`src/rtl/unpool2_module.sv`:
```
// 2x2 nearest-neighbour upsampler: each input word is emitted twice, then the buffered row is replayed.
// Optional build macro UNPOOL_ZERO_FILL_EN selects zero-insertion upsampling instead of replication.
module unpool2_module #(
    parameter int DATA_W = 96,
    parameter int COL_IN = 8,
    parameter int ROW_IN = 8
) (
    input  logic              clk,
    input  logic              rst,
    input  logic              en,
    input  logic              valid_in,
    input  logic [DATA_W-1:0] data_in,
    output logic              ready_in,
    output logic [DATA_W-1:0] data_out,
    output logic              valid_out,
    output logic              unpool_end
);

    localparam int CW = (COL_IN > 1) ? $clog2(COL_IN) : 1;
    localparam int RW = (ROW_IN > 1) ? $clog2(ROW_IN) : 1;
    localparam logic [CW-1:0] COL_LAST = CW'(COL_IN - 1);
    localparam logic [RW-1:0] ROW_LAST = RW'(ROW_IN - 1);

    typedef enum logic [1:0] {
        S_IDLE   = 2'd0,
        S_FILL   = 2'd1,
        S_REPLAY = 2'd2,
        S_DONE   = 2'd3
    } state_t;

    state_t            r_state, w_state_nxt;
    logic [CW-1:0]     r_wcol, w_wcol_nxt;
    logic [CW-1:0]     r_rcol, w_rcol_nxt;
    logic [RW-1:0]     r_row, w_row_nxt;
    logic              r_dup, w_dup_nxt;
    logic [DATA_W-1:0] r_data_out, w_data_nxt;
    logic              r_valid_out, w_valid_nxt;
    logic              r_end, w_end_nxt;
    logic              w_ready;
    logic              w_hs;
`ifndef UNPOOL_ZERO_FILL_EN
    logic [DATA_W-1:0] r_buf [COL_IN];
    logic              w_buf_we;
`endif

    assign w_ready    = (r_state == S_FILL) && !r_dup && en;
    assign w_hs       = w_ready && valid_in;
    assign ready_in   = w_ready;
    assign data_out   = r_data_out;
    assign valid_out  = r_valid_out;
    assign unpool_end = r_end;

    // State and counter registers
    always_ff @(posedge clk or posedge rst) begin
        if (rst) begin
            r_state <= S_IDLE;
            r_wcol  <= {CW{1'b0}};
            r_rcol  <= {CW{1'b0}};
            r_row   <= {RW{1'b0}};
            r_dup   <= 1'b0;
        end else begin
            r_state <= w_state_nxt;
            r_wcol  <= w_wcol_nxt;
            r_rcol  <= w_rcol_nxt;
            r_row   <= w_row_nxt;
            r_dup   <= w_dup_nxt;
        end
    end

    // Next-state and counter logic; dropping en discards the frame from any state
    always_comb begin
        w_state_nxt = r_state;
        w_wcol_nxt  = r_wcol;
        w_rcol_nxt  = r_rcol;
        w_row_nxt   = r_row;
        w_dup_nxt   = r_dup;
        if (!en) begin
            w_state_nxt = S_IDLE;
            w_wcol_nxt  = {CW{1'b0}};
            w_rcol_nxt  = {CW{1'b0}};
            w_row_nxt   = {RW{1'b0}};
            w_dup_nxt   = 1'b0;
        end else begin
            case (r_state)
                S_IDLE: begin
                    w_state_nxt = S_FILL;
                    w_wcol_nxt  = {CW{1'b0}};
                    w_rcol_nxt  = {CW{1'b0}};
                    w_row_nxt   = {RW{1'b0}};
                    w_dup_nxt   = 1'b0;
                end
                S_FILL: begin
                    if (!r_dup) begin
                        w_dup_nxt = w_hs;
                    end else begin
                        w_dup_nxt = 1'b0;
                        if (r_wcol == COL_LAST) begin
                            w_wcol_nxt  = {CW{1'b0}};
                            w_rcol_nxt  = {CW{1'b0}};
                            w_state_nxt = S_REPLAY;
                        end else begin
                            w_wcol_nxt = r_wcol + 1'b1;
                        end
                    end
                end
                S_REPLAY: begin
                    w_dup_nxt = ~r_dup;
                    if (r_dup) begin
                        if (r_rcol == COL_LAST) begin
                            w_rcol_nxt = {CW{1'b0}};
                            if (r_row == ROW_LAST) begin
                                w_state_nxt = S_DONE;
                            end else begin
                                w_row_nxt   = r_row + 1'b1;
                                w_wcol_nxt  = {CW{1'b0}};
                                w_state_nxt = S_FILL;
                            end
                        end else begin
                            w_rcol_nxt = r_rcol + 1'b1;
                        end
                    end else begin
                        w_rcol_nxt = r_rcol;
                    end
                end
                S_DONE: begin
                    w_state_nxt = S_IDLE;
                    w_wcol_nxt  = {CW{1'b0}};
                    w_rcol_nxt  = {CW{1'b0}};
                    w_row_nxt   = {RW{1'b0}};
                    w_dup_nxt   = 1'b0;
                end
                default: begin
                    w_state_nxt = S_IDLE;
                end
            endcase
        end
    end

    // Next values of the registered outputs and the line-buffer write strobe
    always_comb begin
        w_data_nxt  = r_data_out;
        w_valid_nxt = 1'b0;
        w_end_nxt   = 1'b0;
`ifndef UNPOOL_ZERO_FILL_EN
        w_buf_we    = 1'b0;
`endif
        if (en) begin
            case (r_state)
                S_FILL: begin
                    if (!r_dup) begin
                        if (w_hs) begin
                            w_data_nxt  = data_in;
                            w_valid_nxt = 1'b1;
`ifndef UNPOOL_ZERO_FILL_EN
                            w_buf_we    = 1'b1;
`endif
                        end else begin
                            w_valid_nxt = 1'b0;
                        end
                    end else begin
                        w_valid_nxt = 1'b1;
`ifdef UNPOOL_ZERO_FILL_EN
                        w_data_nxt  = {DATA_W{1'b0}};
`endif
                    end
                end
                S_REPLAY: begin
                    w_valid_nxt = 1'b1;
`ifdef UNPOOL_ZERO_FILL_EN
                    w_data_nxt  = {DATA_W{1'b0}};
`else
                    w_data_nxt  = r_buf[r_rcol];
`endif
                end
                S_DONE: begin
                    w_end_nxt = 1'b1;
                end
                default: begin
                    w_valid_nxt = 1'b0;
                end
            endcase
        end else begin
            w_valid_nxt = 1'b0;
        end
    end

    // Registered outputs
    always_ff @(posedge clk or posedge rst) begin
        if (rst) begin
            r_data_out  <= {DATA_W{1'b0}};
            r_valid_out <= 1'b0;
            r_end       <= 1'b0;
        end else begin
            r_data_out  <= w_data_nxt;
            r_valid_out <= w_valid_nxt;
            r_end       <= w_end_nxt;
        end
    end

`ifndef UNPOOL_ZERO_FILL_EN
    // Line buffer holds the current input row for the replay pass; contents need no reset
    always_ff @(posedge clk) begin
        if (w_buf_we) begin
            r_buf[r_wcol] <= data_in;
        end
    end
`endif

endmodule

```
`config.mk`:
```
export PLATFORM = sky130hd
export DESIGN_NAME = unpool2_module
export DESIGN_NICKNAME = d
export VERILOG_FILES = /design/src/rtl/unpool2_module.sv
export SDC_FILE = /design/constraint.sdc
export NUM_CORES = 1
export LEC_CHECK = 0
export CAP_MARGIN = 10
export CORE_UTILIZATION = 53
export CTS_CLUSTER_DIAMETER = 30
export DETAILED_ROUTE_END_ITERATION = 16
export PLACE_DENSITY_LB_ADDON = 0.25
export SLEW_MARGIN = 0
export SYNTH_ARGS = -nofsm -noshare
export SYNTH_HDL_FRONTEND = slang
export SYNTH_SLANG_ARGS = --single-unit
```
`constraint.sdc`:
```
create_clock -name clk -period 8.1 [get_ports clk]
set_input_delay 2.43 -clock clk [delete_from_list [all_inputs] [get_ports clk]]
set_output_delay 2.43 -clock clk [all_outputs]
set_load 0.005 [all_outputs]
```
==> results_dict.tcl, run 1 <==
set metrics [dict create \
    grt_first_pass_wirelength_mm 108 \
    synthArstFlopShare_pct 12.5 \
    leakagePower_uw 0.0142 \
    vias_per_cell 5.84 \
    deepest_level_of_the_cts_h_tree 4 \
    coreArea_mm2 0.0632 \
    crit_path_end_kind "output port" \
    place_inst 2599 \
    cts_buffer_depth 3 \
    ys_dominant_reg_cell "edfxtp_1" \
    crit_slowest_cell "clkdlybuf4s50_1" \
    finalWorstPathRequiredPeriod_ns 6.51 \
    status "completed" \
    first_iter_violations 1190 \
    fin_skew_ns 0.0335 \
    floorplan.rows 92 \
    area_delta_synth_final_pct 23.5 \
    critical_path.most_common_cell "clkdlybuf4s50_1" \
    die_h_um 255 \
    critical_path_buf_inv_count 2 \
    family_of_cells_with_the_greatest_summed_delay_on_the_critical_path "buffers and inverters" \
    start_util_pct 53.8 \
    power_per_cell_area_mw_per_mm2 320 \
    place.port_buffers 198 \
    grt_start_max_net_pins 131 \
    sinks_on_the_clock_net 878 \
    hold_class "flop to flop" \
    crit_arrival_ns 4.08 \
    setup_tns_ns 0 \
    drv.max_cap_violation_count 0 \
    routed_wirelength_mm 70.6 \
    cts.repair_timing.setup_buffer_count 0 \
    antenna_violations_before_repair 12 \
    highest_clock_frequency_the_design_can_meet_mhz 154 \
    layoutNonFillerInstCount 2876 \
    first_global_vias 18200 \
    clock_tree_from_tritoncts "built" \
    crit_cells 4 \
    max-slew-margin-rel_pct 25.6 \
    drt.antenna.violating_nets 0 \
    route.detailed.wl_per_inst_um 24.5 \
    pre_antenna_drt_iters 7 \
    cts_hold_buf 0 \
    count_leader_synth "edfxtp_1" \
    drc_errors 0 \
    cell_internal_pwr_uw 10300 \
    cts_resized 0 \
    tightestPinTransition_ns 1.12 \
    p_sw_uw 3120 \
    synth-edff-count 768 \
    worst_ir_drop_vdd_mv 0.201 \
    comb_power_share_pct 12.9 \
    grt_setup_unrepaired "no" \
    post-route-worst-setup-slack_ns 1.59 \
    reg2reg_depth 7 \
    sequentialPowerShare_pct 40.5 \
    post_syn_area_mm2 0.0340 \
    syn_avg_cell_area_um2 20.9 \
    synthesis.yosys.warnings 0 \
    final.period_utilization_pct 80.4 \
    ys_types 35 \
    power.clock.fraction_pct 46.7 \
    grtUsageTotal_pct 22.2 \
    cell_type_with_the_largest_total_area_after_synthesis "edfxtp_1" \
    post_cts_clock_slew_at_the_launch_and_capture_registers_of_the_worst_setup_and_hold_paths_ns 0.04 \
    timing.critical_path.from_type "input pin" \
    post_synth_most_frequent_cells "edfxtp_1 (768), mux4_2 (192), dfrtp_1 (110), nor2_1 (108), a21o_1 (97)" \
    maximum_fanout_count_along_the_critical_path 14 \
    syn-instance-count 1631 \
    timing.critical_path.slowest_cell_delay_ns 0.78 \
    net_count_after_synthesis 1740 \
    synth_seq_cells 878 \
    globalRoute.totalOverflow 0 \
    largest_cells_by_area_after_synthesis "edfxtp_1 (68%), mux4_2 (13%), dfrtp_1 (8.1%), mux2i_1 (2.8%), a21o_1 (2.1%)" \
    numCtsBuffers 147 \
    top_level_ports 199 \
    via_count 16800 \
    timing_hold_violations_final 0 \
    cts-root-buf "clkbuf_16" \
    synth_top_cell_area_share_pct 67.8 \
    timing_worst_setup_path_type "input pin to output port" \
    chipWidth_um 255 \
    layout.nets 2012 \
    cp.required_ns 5.67 \
    drive_gt1_share_pct 23.7 \
    layout.core_utilization_pct 66.5 \
    insertion_delay_ns 0.72 \
    dpl.hpwl_mm 35.0 \
    dieArea_mm2 0.0652 \
    detailedPlace.worstSlack_ns 1.61 \
    crit_chain "clkdlybuf4s50_1 -> nand2_1 -> nor2_1 -> clkdlybuf4s50_1" \
    timing.hold.worst_path_depth 1 \
    place.gp.congestion 0.743 \
    setup_violations 0 \
    p_sw_share_pct 23.3 \
    yosysSeqAreaShare_pct 75.9 \
    final-max-slew-violation-count 0 \
]
[routing by layer]
metal  up-vias  track usage, %  share of wire (%)
met3       102            5.69                5.8
li1       7303               -                  -
met1      8865            28.0                 40
met5         -               0               0.13
met2       516            37.4                 52
met4        14            8.03                1.8
[path summary, 6_finish.rpt]
kind / slack [ns] / endpoint / from
min: 0.47 / data_out[34] / data_out[34]
max in group asynchronous: 4.72 / r_rcol[0] / rst
max: 1.59 / ready_in / en
min in group asynchronous: 2.01 / data_out[65] / rst
max reg2reg: 4.55 / data_out[58] / r_state[0]
min reg2reg: 0.47 / data_out[34] / data_out[34]
[cells by family (layout without fill, tap and decap cells)]
kind of cell	after synthesis	in the layout	synth area share, %
flops	878	878	75.9
mux	292	292	15.7
compound gates	208	208	4.55
simple gates	137	137	1.66
buf+inv	106	500	1.86
fa+ha+maj	9	9	0.331
xor+xnor	1	1	0.0258
other cells	0	5	0
[power groups by stage]
stage	Clock, uW	Combinational, uW	Sequential, uW
after floorplan	0	994	5480
after global placement	0	1720	5510
after detailed placement	0	1750	5520
after CTS	6360	1770	5440
after global routing	6560	1880	5470
final	6270	1730	5430
[per-stage QoR]
step           power, uW  hold WS, ns  instance area, um2
2_1_floorplan       6470        0.474               34000
3_3_place_gp        7220        0.459               36900
3_5_place_dp        7270        0.465               36900
4_1_cts            13600        0.475               42000
5_1_grt            13900        0.486               42000
6_report           13400        0.470               42000
[registers in the layout, indices dropped and copies added, names as in the netlist]
register    count
r_state         2
unpool_end      1
r_row           3
valid_out       1
r_wcol          3
r_rcol          3
r_buf         768
data_out       96
r_dup           1
[layout make-up]
cell class	instances	area [um2]
antenna	5	12.5
clock buffer	171	3890
clock inverter	100	1210
fill	3949	21200
inverter	7	28.8
multi-input combinational	647	7650
sequential	878	25800
tap	846	1060
timing repair buffer	222	2330
[worst register-to-register path, delay by kind of cell (launching register included)]
family | cells | cell delay, ns
and+or+nand+nor | 1 | 0.13
AOI/OAI and AO/OA | 2 | 0.61
DFF | 1 | 0.40
buffers and inverters | 3 | 1.64
adders and majority gates | 1 | 0.72
[cells in the final DEF, fill, tap and decap left out, drive strengths merged, types with 24 or more instances in the layout]
master,count
a211oi,96
a21o,97
buf,24
clkbuf,171
clkdlybuf4s50,198
clkinv,45
dfrtp,110
edfxtp,768
inv,31
mux2i,96
mux4,192
nor2,108
No activity file was read; power rests on OpenSTA's default activity.
==> run 2: changes to the inputs <==
--- a/config.mk
+++ b/config.mk
@@ -6,7 +6,7 @@
 export NUM_CORES = 1
 export LEC_CHECK = 0
 export CAP_MARGIN = 10
-export CORE_UTILIZATION = 53
+export CORE_UTILIZATION = 59
 export CTS_CLUSTER_DIAMETER = 30
 export DETAILED_ROUTE_END_ITERATION = 16
 export PLACE_DENSITY_LB_ADDON = 0.25
==> constraint.sdc (replaced) <==
create_clock -name clk -period 6.05 [get_ports clk]
set_input_delay 1.815 -clock clk [delete_from_list [all_inputs] [get_ports clk]]
set_output_delay 1.815 -clock clk [all_outputs]
set_load 0.005 [all_outputs]
==> results_dict.tcl, run 2 (synthesis gave the netlist of run 1 again) <==
set metrics [dict create \
    cts_hold_buf 0 \
    dpl.hpwl_mm 36.5 \
    cts_resized 0 \
    layoutNonFillerInstCount 2812 \
    crit_arrival_ns 3.52 \
    routed_wirelength_mm 75.8 \
    dieArea_mm2 0.0586 \
    power_uw 18500 \
    timing.critical_path.from_type "input pin" \
    grtUsageTotal_pct 26.7 \
    globalRoute.totalOverflow 0 \
    setup_violations 0 \
    chipWidth_um 242 \
    most_frequent_cells_in_the_layout "edfxtp_1 (768), clkdlybuf4s50_1 (198), mux4_2 (192)" \
    cts.repair_timing.setup_buffer_count 0 \
    tightestPinTransition_ns 1.20 \
    layout.nets 2029 \
    post_cts_clock_slew_at_the_launch_and_capture_registers_of_the_worst_setup_and_hold_paths_ns 0.05 \
    worst_ir_drop_vdd_mv 0.365 \
    timing_worst_setup_path_type "input pin to output port" \
    cp.required_ns 4.24 \
    finalWorstPathRequiredPeriod_ns 5.34 \
    timing.hold.ws_ns 0.473 \
    grt_start_max_net_pins 117 \
    grt_first_pass_wirelength_mm 115 \
    filler_cell_count 3062 \
    grt_setup_unrepaired "no" \
    leakagePower_uw 0.0144 \
    place.gp.congestion 0.736 \
    largest_reg_flops 768 \
    pre_antenna_drt_iters 5 \
    clock_tree_from_tritoncts "built" \
    maximum_fanout_count_along_the_critical_path 14 \
    die_h_um 242 \
    via_count 17400 \
    vias_per_cell 6.17 \
    place_inst 2524 \
    max-slew-margin-rel_pct 19.8 \
    status "completed" \
    fin_skew_ns 0.0235 \
    final.period_utilization_pct 88.2 \
    start_util_pct 60.0 \
    drt.antenna.violating_nets 0 \
    sinks_on_the_clock_net 878 \
    coreArea_mm2 0.0567 \
    area_delta_synth_final_pct 24.4 \
    timing_hold_violations_final 0 \
    first_global_vias 18800 \
    crit_path_end_kind "output port" \
    top_level_ports 199 \
    floorplan.rows 87 \
    drive_gt1_share_pct 24.7 \
    highest_clock_frequency_the_design_can_meet_mhz 187 \
    post-route-worst-setup-slack_ns 0.711 \
    top_register "r_buf" \
    antenna_violations_before_repair 13 \
    place.port_buffers 198 \
    detailedPlace.worstSlack_ns 0.741 \
    hold_class "flop to flop" \
    power_per_cell_area_mw_per_mm2 438 \
    numCtsBuffers 150 \
    first_iter_violations 1481 \
    mostFrequentLayoutCell "edfxtp_1" \
    drv.max_cap_violation_count 0 \
    insertion_delay_ns 0.72 \
    cts-root-buf "clkbuf_16" \
    final-max-slew-violation-count 0 \
    cts_buffer_depth 3 \
    deepest_level_of_the_cts_h_tree 4 \
    reg2reg_slack_ns 2.97 \
    route.detailed.wl_per_inst_um 27.0 \
    drc_errors 0 \
]
-- run 2: cell types whose count changed in the layout (fill, tap and decap cells not counted), sizes merged --
cell      delta
clkinv       -7
bufinv       +5
buf         +14
clkbuf      +10
inv          -2
clkinvlp     +4
diode        +2
-- run 2: power by group --
group	switching [uW]	internal (uW)	leakage (uW)
logic	1060	1280	0.00354
clock network	2990	5880	0.00259
registers	289	7010	0.00830
-- run 2: path summary, 6_finish.rpt --
kind / startpoint / end / depth (start not counted)
worst max-delay path: en / ready_in / 4
worst min-delay path: data_out[92] / data_out[92] / 1
worst max register to register: r_state[1] / r_buf[0][52] / 7
worst min register to register: data_out[92] / data_out[92] / 1
max in group asynchronous: rst / data_out[66] / 3
min in group asynchronous: rst / data_out[11] / 2
-- run 2: layer usage --
layer | vias up | track usage, % | share of wire, %
li1 | 7367 | - | -
met1 | 9120 | 34.3 | 39
met2 | 717 | 44.5 | 52
met3 | 138 | 6.28 | 6.8
met4 | 12 | 10.4 | 2.3
met5 | - | 0 | 0.11
-- run 2: worst max-delay path: stages --
cell             delay, ns
clkdlybuf4s50_1       0.80
nand2_1               0.15
nor2_1                0.20
clkdlybuf4s50_1       0.55
-- run 2: stage by stage --
step	area (um2)	setup TNS [ns]	util (%)
after floorplan	34000	-731.84	-
after global placement	36900	0	65.1
after detailed placement	36900	0	65.1
after CTS	42300	0	74.6
after global routing	42300	0	74.6
final	42300	0	74.6
-- run 2: layout make-up --
class	instances	area (um2)	area share, %
Sequential cell	878	25800	61.0
Antenna cell	7	17.5	0.0414
Clock inverter	100	1330	3.14
Clock buffer	181	4050	9.56
Timing Repair Buffer	236	2480	5.86
Multi-Input combinational cell	647	7650	18.1
Tap cell	756	946	2.23
Inverter	7	28.8	0.0680
==> run 3: changes to the inputs <==
--- a/config.mk
+++ b/config.mk
@@ -9,7 +9,9 @@
 export CORE_UTILIZATION = 59
 export CTS_CLUSTER_DIAMETER = 30
 export DETAILED_ROUTE_END_ITERATION = 16
+export GPL_TIMING_DRIVEN = 0
 export PLACE_DENSITY_LB_ADDON = 0.25
+export SKIP_LAST_GASP = 1
 export SLEW_MARGIN = 0
 export SYNTH_ARGS = -nofsm -noshare
 export SYNTH_HDL_FRONTEND = slang
==> results_dict.tcl, run 3 (synthesis gave the netlist of run 1 again) <==
set metrics [dict create \
    final.period_utilization_pct 91.8 \
    max-slew-margin-rel_pct 16.9 \
    top_level_ports 199 \
    top_register "r_buf" \
    first_global_vias 19300 \
    cts_resized 0 \
    numCtsBuffers 148 \
    post_cts_clock_slew_at_the_launch_and_capture_registers_of_the_worst_setup_and_hold_paths_ns 0.05 \
    floorplan.rows 87 \
    globalRoute.totalOverflow 0 \
    routed_wirelength_mm 81.6 \
    area_delta_synth_final_pct 26.7 \
    cell_internal_pwr_uw 14100 \
    timing_hold_violations_final 0 \
    highest_clock_frequency_the_design_can_meet_mhz 180 \
    hold_class "flop to flop" \
    coreArea_mm2 0.0567 \
    final_design_area_no_fill_mm2 0.0431 \
    drt.antenna.violating_nets 0 \
    maximum_fanout_count_along_the_critical_path 10 \
    timing.critical_path.from_type "input pin" \
    timing.rr.end "r_buf[2][0]" \
    most_frequent_cells_in_the_layout "edfxtp_1 (768), clkdlybuf4s50_1 (198), mux4_2 (192)" \
    final-max-slew-violation-count 0 \
    die_h_um 242 \
    grtUsageTotal_pct 28.5 \
    cts_hold_buf 0 \
    grt_first_pass_wirelength_mm 121 \
    cp.required_ns 4.24 \
    mostFrequentLayoutCell "edfxtp_1" \
    timing_worst_setup_path_type "input pin to output port" \
    critPathLaunch "en" \
    reg2reg_slack_ns 2.49 \
    pre_antenna_drt_iters 5 \
    critical_path_endpoint "ready_in" \
    layout.nets 2129 \
    worst_ir_drop_vdd_mv 0.300 \
    crit_path_end_kind "output port" \
    p_sw_share_pct 23.8 \
    sinks_on_the_clock_net 878 \
    place.gp.congestion 0.766 \
    grt_start_max_net_pins 74 \
    power.clock.fraction_pct 46.5 \
    cts.repair_timing.setup_buffer_count 0 \
    cts-root-buf "clkbuf_16" \
    comb_power_share_pct 14.2 \
    first_iter_violations 1630 \
    finalWorstPathRequiredPeriod_ns 5.55 \
    p_sw_uw 4390 \
    antenna_violations_before_repair 5 \
    tightestPinTransition_ns 1.25 \
    drc_errors 0 \
    leakagePower_uw 0.0149 \
    reg2reg_depth 10 \
    cts_buffer_depth 3 \
    dpl.hpwl_mm 46.6 \
    chipWidth_um 242 \
    setup_violations 0 \
    status "completed" \
    vias_per_cell 6.29 \
    placement.cell_area_mm2 0.0379 \
    sequentialPowerShare_pct 39.3 \
    insertion_delay_ns 0.71 \
    largest_reg_flops 768 \
    power_per_cell_area_mw_per_mm2 429 \
    start_util_pct 60.0 \
    crit_arrival_ns 3.74 \
    r2r-start "r_state[1]" \
    grt_setup_unrepaired "no" \
    via_count 18300 \
    deepest_level_of_the_cts_h_tree 4 \
    dieArea_mm2 0.0586 \
    drive_gt1_share_pct 25.9 \
    route.detailed.wl_per_inst_um 28.1 \
    setup_tns_ns 0 \
    place.port_buffers 198 \
    timing.hold.ws_ns 0.475 \
    fin_skew_ns 0.0196 \
    drv.max_cap_violation_count 0 \
    clock_tree_from_tritoncts "built" \
]
## run 3: cell count changes in the layout (fill, tap and decap cells not counted), moves of 5 or more
cell,delta
buf_16,+15
buf_4,-21
buf_6,+11
buf_1,+6
buf_8,+16
inv_6,-10
clkinv_2,+7
buf_2,+48
clkinv_1,+8
clkinv_4,-5
clkbuf_1,+27
clkbuf_8,-6
## run 3: cell type report
| type | instances | area, um2 |
|---|---|---|
| inverters | 7 | 31.3 |
| diodes | 4 | 10.0 |
| flip-flops and latches | 878 | 25800 |
| fillers | 2972 | 13600 |
| multi-input cells | 647 | 7630 |
| repair buffers | 239 | 2880 |
| clock inverters | 97 | 1220 |
| plain buffers | 99 | 607 |
| clock buffers | 177 | 3950 |
| well taps | 756 | 946 |
## run 3: per-layer routing
metal / vias up / routed length (um) / global-route usage (%) / part of all wire (%)
li1: 7574 / - / - / -
met1: 9629 / 31400 / 37.4 / 38
met2: 897 / 42200 / 47.2 / 52
met3: 152 / 5720 / 6.35 / 7.0
met4: 6 / 2210 / 10.7 / 2.7
met5: - / 37 / 0 / 0.045
## run 3: worst min-delay path by stage
stage,startpoint,endpoint,slack (ns),cells past startpoint
4_1_cts,data_out[21],data_out[21],0.48,1
3_5_place_dp,data_out[56],data_out[56],0.46,1
5_1_grt,data_out[13],data_out[13],0.49,1
2_1_floorplan,data_out[0],data_out[0],0.47,1
6_report,data_out[92],data_out[92],0.47,1
3_3_place_gp,data_out[5],data_out[5],0.46,1
## run 3: critical path, stage by stage
cell and delay [ns]:
clkdlybuf4s50_1 0.61, clkbuf_1 0.39, nand2_1 0.12, nor2_1 0.24
clkdlybuf4s50_1 0.56
## run 3: power groups by stage
stage          Sequential (uW)  Clock, uW  Combinational, uW
2_1_floorplan             7330          0               1330
3_3_place_gp              7340          0               2480
3_5_place_dp              7350          0               2600
4_1_cts                   7250       8650               2660
5_1_grt                   7280       8930               2810
6_report                  7250       8590               2630
## run 3: stage by stage
step / std cells / setup slack, ns / total power [uW] / utilization (%)
2_1_floorplan: 1631 / -1.05 / 8660 / -
3_3_place_gp: 2585 / -6.02 / 9820 / 65.2
3_5_place_dp: 2626 / 0.582 / 9950 / 66.8
4_1_cts: 2900 / 0.544 / 18600 / 76.0
5_1_grt: 2902 / 0.422 / 19000 / 76.0
6_report: 2904 / 0.498 / 18500 / 76.0
